[config.mk]
export PLATFORM = sky130hd
export DESIGN_NAME = dino_runner_core
export DESIGN_NICKNAME = d
export VERILOG_FILES = /design/src/rtl/dino_runner_core.sv
export SDC_FILE = /design/constraint.sdc
export NUM_CORES = 1
export LEC_CHECK = 0
export ABC_AREA = 1
export CORE_MARGIN = 2
export CORE_UTILIZATION = 25
export DETAILED_ROUTE_END_ITERATION = 10
export PLACE_DENSITY_LB_ADDON = 0.25
export SYNTH_ARGS = -nofsm -noshare
export SYNTH_HDL_FRONTEND = slang
export SYNTH_SLANG_ARGS = --single-unit
[constraint.sdc]
create_clock -name clk -period 9.1 [get_ports clk]
set_clock_uncertainty 0.05 [all_clocks]
set_input_delay 1.365 -clock clk [delete_from_list [all_inputs] [get_ports clk]]
set_output_delay 1.365 -clock clk [all_outputs]
set_load 0.05 [all_outputs]
[src/rtl/dino_runner_core.sv]
// Endless-runner game core: jumping player, scrolling obstacles, collision, game over and score.
// Pixel outputs are combinational (0 latency); all motion advances on frame_tick. There is no backpressure.
module dino_runner_core #(
   parameter int N_OBST       = 2,
   parameter int POS_W        = 11,
   parameter int SCREEN_W     = 640,
   parameter int OBST_SPACING = 320,
   parameter int OBST_SIZE    = 10,
   parameter int SPEED        = 2,
   parameter int DINO_X       = 64,
   parameter int DINO_W       = 16,
   parameter int DINO_H       = 16,
   parameter int GROUND_Y     = 400,
   parameter int JUMP_H       = 40,
   parameter int JUMP_STEP    = 2,
   parameter int SCORE_W      = 10
) (
   input  logic               clk,
   input  logic               rst_n,
   input  logic               frame_tick,
   input  logic               jump_btn,
   input  logic               display_on,
   input  logic [9:0]         pix_x,
   input  logic [9:0]         pix_y,
   output logic               dino_px,
   output logic               obst_px,
   output logic               game_over,
   output logic [SCORE_W-1:0] score
);

   localparam int HW   = $clog2(JUMP_H + 1);
   localparam int CW   = POS_W + 1;
   localparam int JS_I = (JUMP_STEP > JUMP_H) ? JUMP_H : JUMP_STEP;
   localparam logic [HW-1:0] H_MAX  = HW'(JUMP_H);
   localparam logic [HW-1:0] H_STEP = HW'(JS_I);
   localparam logic [SCORE_W+2:0] SAT = {3'b000, {SCORE_W{1'b1}}};

   generate
      if (GROUND_Y < DINO_H + JUMP_H) begin : g_geom_check
         $error("dino_runner_core: GROUND_Y-DINO_H-JUMP_H must not be negative");
      end
      if (N_OBST < 1 || N_OBST > 4) begin : g_nobst_check
         $error("dino_runner_core: N_OBST must be in 1..4");
      end
   endgenerate

   typedef enum logic [1:0] {RUN, RISE, FALL, DEAD} state_t;

   state_t              state_q, state_d;
   logic [HW-1:0]       height_q, height_d;
   logic [POS_W-1:0]    obst_x [N_OBST];
   logic [SCORE_W-1:0]  score_q;
   logic [SCORE_W+2:0]  score_sum;
   logic                btn_prev, jump_edge;
   logic                hit_flag, hit_now, collide;
   logic                move, restart;
   logic [CW-1:0]       px, py, dino_top;
   logic                dino_in;
   logic [N_OBST-1:0]   obst_in, cleared;
   logic [2:0]          n_clr;

   assign px        = CW'(pix_x);
   assign py        = CW'(pix_y);
   assign dino_top  = CW'(GROUND_Y - DINO_H) - CW'(height_q);
   assign jump_edge = jump_btn & ~btn_prev;

   always_comb begin
      dino_in = display_on
             && (px >= CW'(DINO_X)) && (px < CW'(DINO_X + DINO_W))
             && (py >= dino_top)    && (py < dino_top + CW'(DINO_H));
   end

   // Obstacles parked at or beyond SCREEN_W are off-screen and never drawn.
   always_comb begin
      obst_in = '0;
      for (int i = 0; i < N_OBST; i++) begin
         obst_in[i] = display_on
                   && (CW'(obst_x[i]) < CW'(SCREEN_W))
                   && (px >= CW'(obst_x[i]))
                   && (px < CW'(obst_x[i]) + CW'(OBST_SIZE))
                   && (py >= CW'(GROUND_Y - OBST_SIZE))
                   && (py < CW'(GROUND_Y));
      end
   end

   assign dino_px   = dino_in;
   assign obst_px   = |obst_in;
   assign hit_now   = dino_in & (|obst_in);
   assign collide   = frame_tick & (hit_flag | hit_now);
   assign game_over = (state_q == DEAD);
   assign score     = score_q;

   always_comb begin
      state_d  = state_q;
      height_d = height_q;
      move     = 1'b0;
      restart  = 1'b0;
      case (state_q)
         RUN: begin
            if (collide) begin
               state_d = DEAD;
            end else begin
               move = frame_tick;
               if (jump_edge) state_d = RISE;
            end
         end
         RISE: begin
            if (collide) begin
               state_d = DEAD;
            end else if (frame_tick) begin
               move = 1'b1;
               if (H_MAX - height_q <= H_STEP) begin
                  height_d = H_MAX;
                  state_d  = FALL;
               end else begin
                  height_d = height_q + H_STEP;
               end
            end
         end
         FALL: begin
            if (collide) begin
               state_d = DEAD;
            end else if (frame_tick) begin
               move = 1'b1;
               if (height_q <= H_STEP) begin
                  height_d = '0;
                  state_d  = RUN;
               end else begin
                  height_d = height_q - H_STEP;
               end
            end
         end
         DEAD: begin
            if (jump_edge) begin
               restart  = 1'b1;
               state_d  = RUN;
               height_d = '0;
            end
         end
         default: state_d = RUN;
      endcase
   end

   always_comb begin
      cleared = '0;
      n_clr   = '0;
      for (int i = 0; i < N_OBST; i++) begin
         cleared[i] = move && (CW'(obst_x[i]) < CW'(SPEED));
         n_clr      = n_clr + 3'(cleared[i]);
      end
      score_sum = {3'b000, score_q} + (SCORE_W + 3)'(n_clr);
   end

   // Edge detector samples even in reset so a held button cannot fire afterwards.
   always_ff @(posedge clk) begin
      btn_prev <= jump_btn;
   end

   always_ff @(posedge clk) begin
      if (!rst_n) begin
         state_q  <= RUN;
         height_q <= '0;
      end else begin
         state_q  <= state_d;
         height_q <= height_d;
      end
   end

   // Restart from DEAD lands on exactly the reset picture.
   always_ff @(posedge clk) begin
      if (!rst_n || restart) begin
         score_q  <= '0;
         hit_flag <= 1'b0;
         for (int i = 0; i < N_OBST; i++) begin
            obst_x[i] <= POS_W'(SCREEN_W + i * OBST_SPACING);
         end
      end else begin
         if (move) begin
            for (int i = 0; i < N_OBST; i++) begin
               if (cleared[i]) obst_x[i] <= POS_W'(SCREEN_W);
               else            obst_x[i] <= obst_x[i] - POS_W'(SPEED);
            end
            score_q <= (score_sum > SAT) ? SAT[SCORE_W-1:0] : score_sum[SCORE_W-1:0];
         end
         if (frame_tick)                        hit_flag <= 1'b0;
         else if (hit_now && state_q != DEAD)   hit_flag <= 1'b1;
      end
   end

endmodule

==> run_results.csv, run 1 <==
group,metric,value,unit
clock_network,post_cts_resize_count,0,
die,rows,47,
die,die_x,133,µm
power,leakagePower,2.35,nW
logic_synthesis,synth-async-reset-ratio,0,%
timing,max_freq,0.183,GHz
logic_synthesis,synth_common_cells,"150 x nand2_1, 99 x inv_1, 73 x nor2_1",
critical_path,cp.arrival,4.04,ns
timing,fin_tns_setup,0,ns
global_routing,grt_first_pass_wirelength,17000,µm
route,first_pass_iters,6,
clock_network,clock_sinks,39,
timing,worstMarginPinSlew,0.532,ns
die,dieArea,17700,µm²
clock_network,cts_tree,"yes",
global_routing,grt_overflow,0,
logic_synthesis,syn_area,4160,µm²
cells_and_area,n_antenna_cell,0,
timing,rsz0062_at_grt,"no",
global_routing,grt_usage,11.6,%
cells_and_area,nets,742,
critical_path,crit_path_end_kind,"output pin",
logic_synthesis,synth_warnings,0,
logic_synthesis,synth.avg_cell_area,6.70,µm²
run,maxCapViolCount,0,
die,core,16400,µm²
clock_network,cts_setup_buffers,0,
die,die_y,133,µm
route,vias_per_cell,4.22,
route,wl_per_cell,11.2,µm
logic_synthesis,synthFlopType,"edfxtp_1",
critical_path,cp_max_fo,5,
logic_synthesis,synthTopCellsByArea,"ha_1 17%, edfxtp_1 14%, nand2_1 14%",
logic_synthesis,synth_cell_type_count,43,
logic_synthesis,yosysMostFrequentCell,"nand2_1",
status,status,"complete, no violations",
critical_path,cp.required,7.69,ns
route,wl,9870,µm
global_routing,antenna_found_initial,0,
critical_path,crit_path_start_kind,"input pin",
clock_network,cts_buffers,5,
logic_synthesis,ys_ff_latch,39,
timing,hold_viol,0,
logic_synthesis,synth-edff-count,20,
place,portBuffers,36,
critical_path,path_class,"in2out",
power,power_density,177,nW/µm²
logic_synthesis,synthesis.nets,705,
place,place_congestion,0.801,
clock_network,h-tree-depth,2,
clock_network,clk_path_buf_depth,2,
timing,final_max_slew_viol_count,0,
die,boundaryPins,38,
logic_synthesis,synth_top_cell_by_area,"ha_1",
clock_network,cts_hold_buf,0,
route,ant_nets,0,
worst_hold_path,hold_path_class,"reg2reg",
route,drt-initial-drc-count,224,
route,drc,0,
timing,relSlewSlack,64.4,%
timing,fin_crit,5.46,ns
cells_and_area,final_core_util,29.8,%
logic_synthesis,synth_cells,621,
die,initial_utilization,25.4,%
timing,period_share,60.0,%
global_routing,grt_pass1_vias,3607,
clock_network,root_buffer,"clkbuf_16",
global_routing,grt_max_degree,19,
cells_and_area,drive_above_1_share,3.03,%
timing,holdWs,0.441,ns
route,vias,3711,
cells_and_area,area_growth,17.6,%
clock_network,clk_latency,0.28,ns
timing,setup_viol,0,
clock_network,cts.clk_slew.worst_paths,0.06,ns
power,vdd_drop_max,0.0660,mV
logic_synthesis,netlist.area_leader.share,17.4,%
place,dp_hpwl,8110,µm
logic_synthesis,seq_area_frac_synth,23.6,%
==> cells by family after synthesis <==
kind of cell,count (synthesis),share of synthesized area [%]
fa+ha+maj,59,17.9
flops,39,23.6
xor+xnor,27,5.68
buf+inv,109,10.3
compound gates,84,11.1
simple gates,303,31.4
==> final cells by class <==
cell class	instances	area, µm²
Inverter	103	387
Clock inverter	1	5.00
Fill cell	1778	11500
Multi-Input combinational cell	473	2750
Tap cell	220	275
Sequential cell	39	981
Clock buffer	7	133
Timing Repair Buffer	36	360
==> layer usage <==
metal | global-route usage, % | vias to the layer above | wire, µm
li1 | - | 2096 | -
met1 | 16.8 | 1574 | 5480
met2 | 18.1 | 37 | 4060
met3 | 1.61 | 4 | 258
met4 | 2.87 | 0 | 71
met5 | 0 | - | 0
==> worst max-delay path, cell delays in order <==
cell and delay (ns):
clkdlybuf4s50_1 0.57, ha_1 0.38, nand2_1 0.05, nor2_1 0.14
nand3_1 0.09, nand3_1 0.09, nor2_1 0.05, nor2_1 0.19
a22o_1 0.19, nand4_1 0.08, inv_1 0.06, clkdlybuf4s50_1 0.79
==> worst paths after layout <==
kind / slack (ns) / endpoint / depth (start not counted) / start
max: 3.64 / obst_px / 12 / pix_x[9]
min: 0.44 / state_q[1]$_SDFFE_PN0P_ / 2 / state_q[1]$_SDFFE_PN0P_
max reg2reg: 4.08 / score[7]$_SDFFE_PP0P_ / 30 / height_q[1]$_SDFFE_PN0P_
min reg2reg: 0.44 / state_q[1]$_SDFFE_PN0P_ / 2 / state_q[1]$_SDFFE_PN0P_
==> through the flow <==
step | setup WS [ns] | cell area (µm²) | total power [mW] | cells
after floorplan | 4.74 | 4160 | 0.595 | 621
after global placement | 3.45 | 4760 | 0.706 | 871
after detailed placement | 3.43 | 4760 | 0.703 | 871
after CTS | 3.58 | 4890 | 0.876 | 879
after global routing | 3.20 | 4890 | 0.965 | 879
final | 3.64 | 4890 | 0.867 | 879
==> cell usage in the layout (no fill, tap or decap), types with 2 or more instances in the layout <==
cell type / count
a211oi_1: 2
a21boi_1: 2
a21oi_1: 31
clkbuf_1: 2
clkbuf_16: 5
clkdlybuf4s50_1: 36
dfxtp_1: 19
edfxtp_1: 20
ha_1: 58
inv_1: 99
inv_2: 3
nand2_1: 150
nand2_2: 3
nand3_1: 30
nand3_2: 2
nand4_1: 14
nor2_1: 73
nor3_1: 17
nor3b_1: 2
nor4_1: 4
o211ai_1: 3
o21a_1: 2
o21ai_0: 34
o21ai_1: 3
or2_2: 2
xnor2_1: 3
xor2_1: 24
==> flip-flops by register name, summed over array words and instances (netlist names) <==
register and cells:
btn_prev 1, height_q 5, hit_flag 1, obst_x 20
score 10, state_q 2
==> report_power, final <==
group | total, mW | switching, mW | internal [mW]
Sequential | 0.233 | 0.0262 | 0.207
Clock | 0.167 | 0.0660 | 0.101
Combinational | 0.466 | 0.290 | 0.177
Power figures use the tool's default switching activity.
==> inputs of run 2 (changes only) <==
Clock period 9.1 ns to 4.62 ns, I/O delays scaled along.
==> run 2 against run 1 <==
Cell count is 3.8% higher. Via count is 5.5% higher. Critical path depth rose by 20. Final area increased by 9.7%. Worst setup slack lost 3.2 ns. Largest cell class unchanged. Count of clock-buffer cells in the layout is 2 lower. Largest power group unchanged. Clock power increased by 130%. Sequential share of layout area fell by 1.7 points. Register-to-register slack got worse by 3.7 ns.
==> run_results.csv, run 2 (synthesis results as in run 1) <==
group,metric,value,unit
status,status,"complete, no violations",
critical_path,crit_path_end_kind,"flop",
global_routing,grt_pass1_vias,3741,
critical_path,cp_slowest_stage_delay,0.32,ns
place,placed_area,4920,µm²
route,vias_per_cell,4.29,
die,initial_utilization,25.4,%
cells_and_area,largest_reg_flops,20,
timing,setup_viol,0,
route,ant_nets,0,
critical_path,critPathMostFrequentCell,"inv_1",
global_routing,antenna_found_initial,0,
die,die_x,133,µm
clock_network,clk_latency,0.28,ns
clock_network,root_buffer,"clkbuf_16",
cells_and_area,top_register,"obst_x",
die,rows,47,
route,wl,10300,µm
global_routing,grt_first_pass_wirelength,17300,µm
timing,worstMarginPinSlew,0.517,ns
place,dp_cells,893,
clock_network,clock_sinks,39,
timing,fin_crit,4.20,ns
timing,relSlewSlack,65.5,%
power,sequentialPowerShare,23.7,%
power,power.net_switching,823,µW
global_routing,grt_usage,11.8,%
die,dieArea,17700,µm²
run,maxCapViolCount,0,
route,first_pass_iters,4,
power,pwr-share-clk,20.3,%
timing,final_max_slew_viol_count,0,
cells_and_area,final_area,5370,µm²
cells_and_area,final_common_cell,"nand2_1",
power,power_frac_comb,56.0,%
clock_network,cts_buffers,5,
critical_path,cpLargestDelayFamily,"simple AND/OR/NAND/NOR gates",
cells_and_area,layout.cells.non_filler,912,
critical_path,path_class,"reg2reg",
critical_path,cp.arrival,4.36,ns
die,core,16400,µm²
clock_network,clk_path_buf_depth,2,
power,leakagePower,2.58,nW
clock_network,cts_hold_buf,0,
power,p_sw_share,42.6,%
route,drc,0,
critical_path,cpMaxStageDelayCell,"dfxtp_2",
critical_path,crit_path_start_kind,"flop",
timing,hold_viol,0,
cells_and_area,nets,775,
power,vdd_drop_max,0.120,mV
power,power_density,360,nW/µm²
timing,max_freq,0.238,GHz
cells_and_area,drive_above_1_share,13.0,%
place,portBuffers,36,
worst_hold_path,hold_path_class,"reg2reg",
route,wl_per_cell,11.3,µm
clock_network,cts_tree,"yes",
clock_network,cts.clk_slew.worst_paths,0.06,ns
timing,period_share,91.0,%
global_routing,grt_overflow,0,
cells_and_area,mostFrequentLayoutCells,"146 x nand2_1, 94 x inv_1, 69 x nor2_1, 52 x ha_1, 33 x clkdlybuf4s50_1",
critical_path,critical_path_buf_inv_count,10,
clock_network,h-tree-depth,2,
critical_path,cp.required,4.78,ns
cells_and_area,final_core_util,32.7,%
timing,fin_tns_setup,0,ns
power,p_int,1.11,mW
route,vias,3915,
global_routing,grt_max_degree,19,
die,boundaryPins,38,
place,dp_hpwl,8360,µm
route,drt-initial-drc-count,160,
cells_and_area,area_growth,28.9,%
place,place_congestion,0.819,
critical_path,cp_max_fo,4,
die,die_y,133,µm
cells_and_area,n_antenna_cell,0,
[run 2: cell types whose count changed in the layout (fill, tap and decap cells not counted), sizes merged]
| cell | previous run | this run |
|---|---|---|
| clkinv | 2 | 3 |
| clkdlybuf4s50 | 36 | 33 |
| bufinv | 0 | 1 |
| clkbuf | 7 | 5 |
| buf | 0 | 33 |
| dlymetal6s2s | 0 | 3 |
[run 2: area by class of cell]
| type | instances | area, µm² |
|---|---|---|
| Clock buffer | 5 | 125 |
| Clock inverter | 3 | 43.8 |
| Fill cell | 1814 | 11000 |
| Inverter | 103 | 387 |
| Multi-Input combinational cell | 473 | 2930 |
| Sequential cell | 39 | 985 |
| Tap cell | 220 | 275 |
| Timing Repair Buffer | 69 | 619 |
[run 2: path summary, 6_finish.rpt]
check,cells after the start,to,slack [ns],from
max,32,score[7]$_SDFFE_PP0P_,0.42,height_q[2]$_SDFFE_PN0P_
min,2,state_q[0]$_SDFFE_PN0P_,0.45,state_q[0]$_SDFFE_PN0P_
max reg2reg,32,score[7]$_SDFFE_PP0P_,0.42,height_q[2]$_SDFFE_PN0P_
min reg2reg,2,state_q[0]$_SDFFE_PN0P_,0.45,state_q[0]$_SDFFE_PN0P_
[run 2: worst min-delay path, stage by stage (launching register included)]
cell	delay [ns]
dfxtp_1	0.33
nand2_1	0.07
a21oi_1	0.05
[run 2: per-stage QoR]
stage | setup slack [ns] | hold slack, ns | power (mW)
after floorplan | 0.412 | 0.415 | 1.17
after global placement | -0.0537 | 0.436 | 1.44
after detailed placement | -0.106 | 0.442 | 1.44
after CTS | 0.0389 | 0.452 | 1.84
after global routing | -0.0647 | 0.484 | 2.15
final | 0.417 | 0.448 | 1.93
[run 2: timing repair]
item                                    4_1_cts  5_1_grt
endpoints found under the setup margin        1       10
buffers inserted                              0       11
pin swaps                                     0       24
gates resized for setup                       1       53
[run 2: power groups by stage]
stage | registers, mW | clock network, mW | logic [mW]
3_3_place_gp | 0.461 | 0 | 0.975
5_1_grt | 0.466 | 0.418 | 1.26
6_report | 0.458 | 0.392 | 1.08
3_5_place_dp | 0.462 | 0 | 0.975
2_1_floorplan | 0.443 | 0 | 0.728
4_1_cts | 0.454 | 0.404 | 0.982
[run 2: metal layers]
layer,track usage (%),share of wire (%),wire [µm],up-vias
met5,0,0,0,-
met4,3.05,1.2,121,0
met3,1.42,2.0,210,10
met2,19.0,44,4560,36
met1,16.6,53,5440,1708
li1,-,-,-,2161
==> inputs of run 3 (changes only) <==
Clock period 4.62 ns to 3.45 ns, I/O delays scaled along.
==> run 3 against run 2 <==
The flow now finishes with violations (negative setup slack). Power increased by 59%. Die area is the same. Combinational power up 78%. Critical path type unchanged. Critical endpoint is now score[6]$_SDFFE_PP0P_.
==> run_results.csv, run 3 (synthesis results as in run 1) <==
group,metric,value,unit
global_routing,grt_pass1_vias,4127,
timing,fin_crit,4.02,ns
timing,hold_viol,0,
cells_and_area,fillerInstances,1710,
critical_path,cp_slowest_stage_delay,0.41,ns
timing,relSlewSlack,65.7,%
cells_and_area,largest_reg_flops,20,
global_routing,grt_overflow,0,
critical_path,crit_path_start_kind,"flop",
place,dp_cells,987,
worst_hold_path,hold_depth,2,
power,vdd_drop_max,0.277,mV
status,violations,"negative setup slack",
route,ant_nets,0,
route,vias,4340,
power,leakagePower,3.07,nW
timing,max_freq,0.249,GHz
critical_path,timing.rr.end,"score[6]$_SDFFE_PP0P_",
cells_and_area,n_antenna_cell,0,
cells_and_area,final_common_cell,"nand2_1",
route,vias_per_cell,4.29,
critical_path,critPathMostFrequentCell,"nand2_1",
timing,holdWs,0.451,ns
place,portBuffers,36,
global_routing,grt_usage,13.6,%
route,drt-initial-drc-count,172,
global_routing,antenna_found_initial,0,
clock_network,cts.clk_slew.worst_paths,0.07,ns
cells_and_area,drive_above_1_share,27.1,%
cells_and_area,top_register,"obst_x",
critical_path,rr_worst_depth,32,
die,die_y,133,µm
clock_network,root_buffer,"clkbuf_16",
die,dieArea,17700,µm²
critical_path,endpoint,"score[6]$_SDFFE_PP0P_",
timing,rsz0062_at_grt,"yes",
timing,setup_viol,10,
critical_path,cp_max_fo,3,
place,place_congestion,0.872,
run,maxCapViolCount,0,
die,rows,47,
place,dp_hpwl,9770,µm
die,die_x,133,µm
timing,period_share,116,%
critical_path,crit_start,"obst_x[1][2]$_SDFFCE_PN0P_",
place,dp_slack,-0.875,ns
critical_path,crit_path_end_kind,"flop",
cells_and_area,mostFrequentLayoutCells,"143 x nand2_1, 130 x buf_4, 90 x inv_1, 63 x nor2_1, 48 x ha_1",
critical_path,path_class,"reg2reg",
critical_path,cp.required,3.58,ns
timing,final_max_slew_viol_count,0,
clock_network,clock_sinks,39,
die,boundaryPins,38,
route,drc,0,
clock_network,clk_path_buf_depth,2,
power,power_density,488,nW/µm²
critical_path,r2r_start,"obst_x[1][2]$_SDFFCE_PN0P_",
clock_network,cts_hold_buf,0,
route,wl,11900,µm
clock_network,cts_tree,"yes",
clock_network,clk_latency,0.29,ns
timing,setup_ws,-0.569,ns
global_routing,grt_first_pass_wirelength,19800,µm
route,first_pass_iters,6,
route,wl_per_cell,11.8,µm
cells_and_area,area_growth,51.1,%
die,initial_utilization,25.4,%
worst_hold_path,hold_path_class,"reg2reg",
global_routing,grt_max_degree,16,
clock_network,h-tree-depth,2,
critical_path,cpMaxStageDelayCell,"edfxtp_1",
cells_and_area,nets,874,
die,core,16400,µm²
critical_path,regToRegSetupSlack,-0.57,ns
timing,worstMarginPinSlew,0.512,ns
power,fin_total_pwr,3.07,mW
cells_and_area,layout.cells.non_filler,1011,
status,status,"complete, but fails checks",
clock_network,cts_buffers,5,
critical_path,cp.arrival,4.15,ns
## run 3: cell types whose count changed in the layout (fill, tap and decap cells not counted), sizes merged
| cell | before | now |
|---|---|---|
| clkdlybuf4s50 | 33 | 34 |
| buf | 33 | 134 |
| dlymetal6s2s | 3 | 0 |
| clkinv | 3 | 2 |
| inv | 102 | 103 |
## run 3: routing by layer
metal / vias up / part of all wire, % / routed length, µm / global-route usage, %
li1: 2363 / - / - / -
met1: 1908 / 53 / 6310 / 19.8
met2: 58 / 43 / 5100 / 21.1
met3: 11 / 2.8 / 334 / 2.07
met4: 0 / 1.5 / 184 / 3.46
met5: - / 0 / 0 / 0
## run 3: how the worst min path moves through the flow
stage	start	to	slack (ns)
6_report	state_q[1]$_SDFFE_PN0P_	state_q[1]$_SDFFE_PN0P_	0.45
5_1_grt	state_q[1]$_SDFFE_PN0P_	state_q[1]$_SDFFE_PN0P_	0.49
4_1_cts	state_q[1]$_SDFFE_PN0P_	state_q[1]$_SDFFE_PN0P_	0.45
3_5_place_dp	state_q[1]$_SDFFE_PN0P_	state_q[1]$_SDFFE_PN0P_	0.44
3_3_place_gp	state_q[1]$_SDFFE_PN0P_	state_q[1]$_SDFFE_PN0P_	0.45
2_1_floorplan	state_q[1]$_SDFFE_PN0P_	state_q[1]$_SDFFE_PN0P_	0.42
## run 3: what timing repair did
| action | CTS | global route |
|---|---|---|
| buffers inserted | 8 | 9 |
| gates resized for setup | 19 | 54 |
| cloned | 0 | 0 |
| endpoints found under the setup margin | 10 | 39 |
| pin swaps | 22 | 46 |
## run 3: worst max-delay path, delay by kind of cell (launching register included)
kind	cells	cell delay [ns]
adders and majority gates	3	0.84
xor gates and xnor gates	1	0.19
DFF	1	0.41
buffers and inverters	8	0.80
AOI/OAI and AO/OA	4	0.44
and+or+nand+nor	16	1.19
## run 3: cell type report
type,instances,area (µm²),share of cell area (%)
Timing Repair Buffer,168,1390,22.1
Clock buffer,5,125,1.99
Sequential cell,39,986,15.7
Clock inverter,3,47.5,0.756
Multi-Input combinational cell,473,3070,48.8
Tap cell,220,275,4.38
Inverter,103,399,6.35
## run 3: power breakdown
group	internal (mW)	switching (mW)
clock	0.345	0.208
combinational	0.925	0.999
sequential	0.547	0.0475
total	1.82	1.26
## run 3: stage by stage
stage	utilization, %	cell area (µm²)	TNS [ns]
floorplan	-	4240	-3.52
global placement	34.9	5730	-6.45
detailed placement	34.9	5730	-7.00
CTS	36.7	6020	-5.83
global route	38.3	6290	-8.37
finish	38.3	6290	-4.91
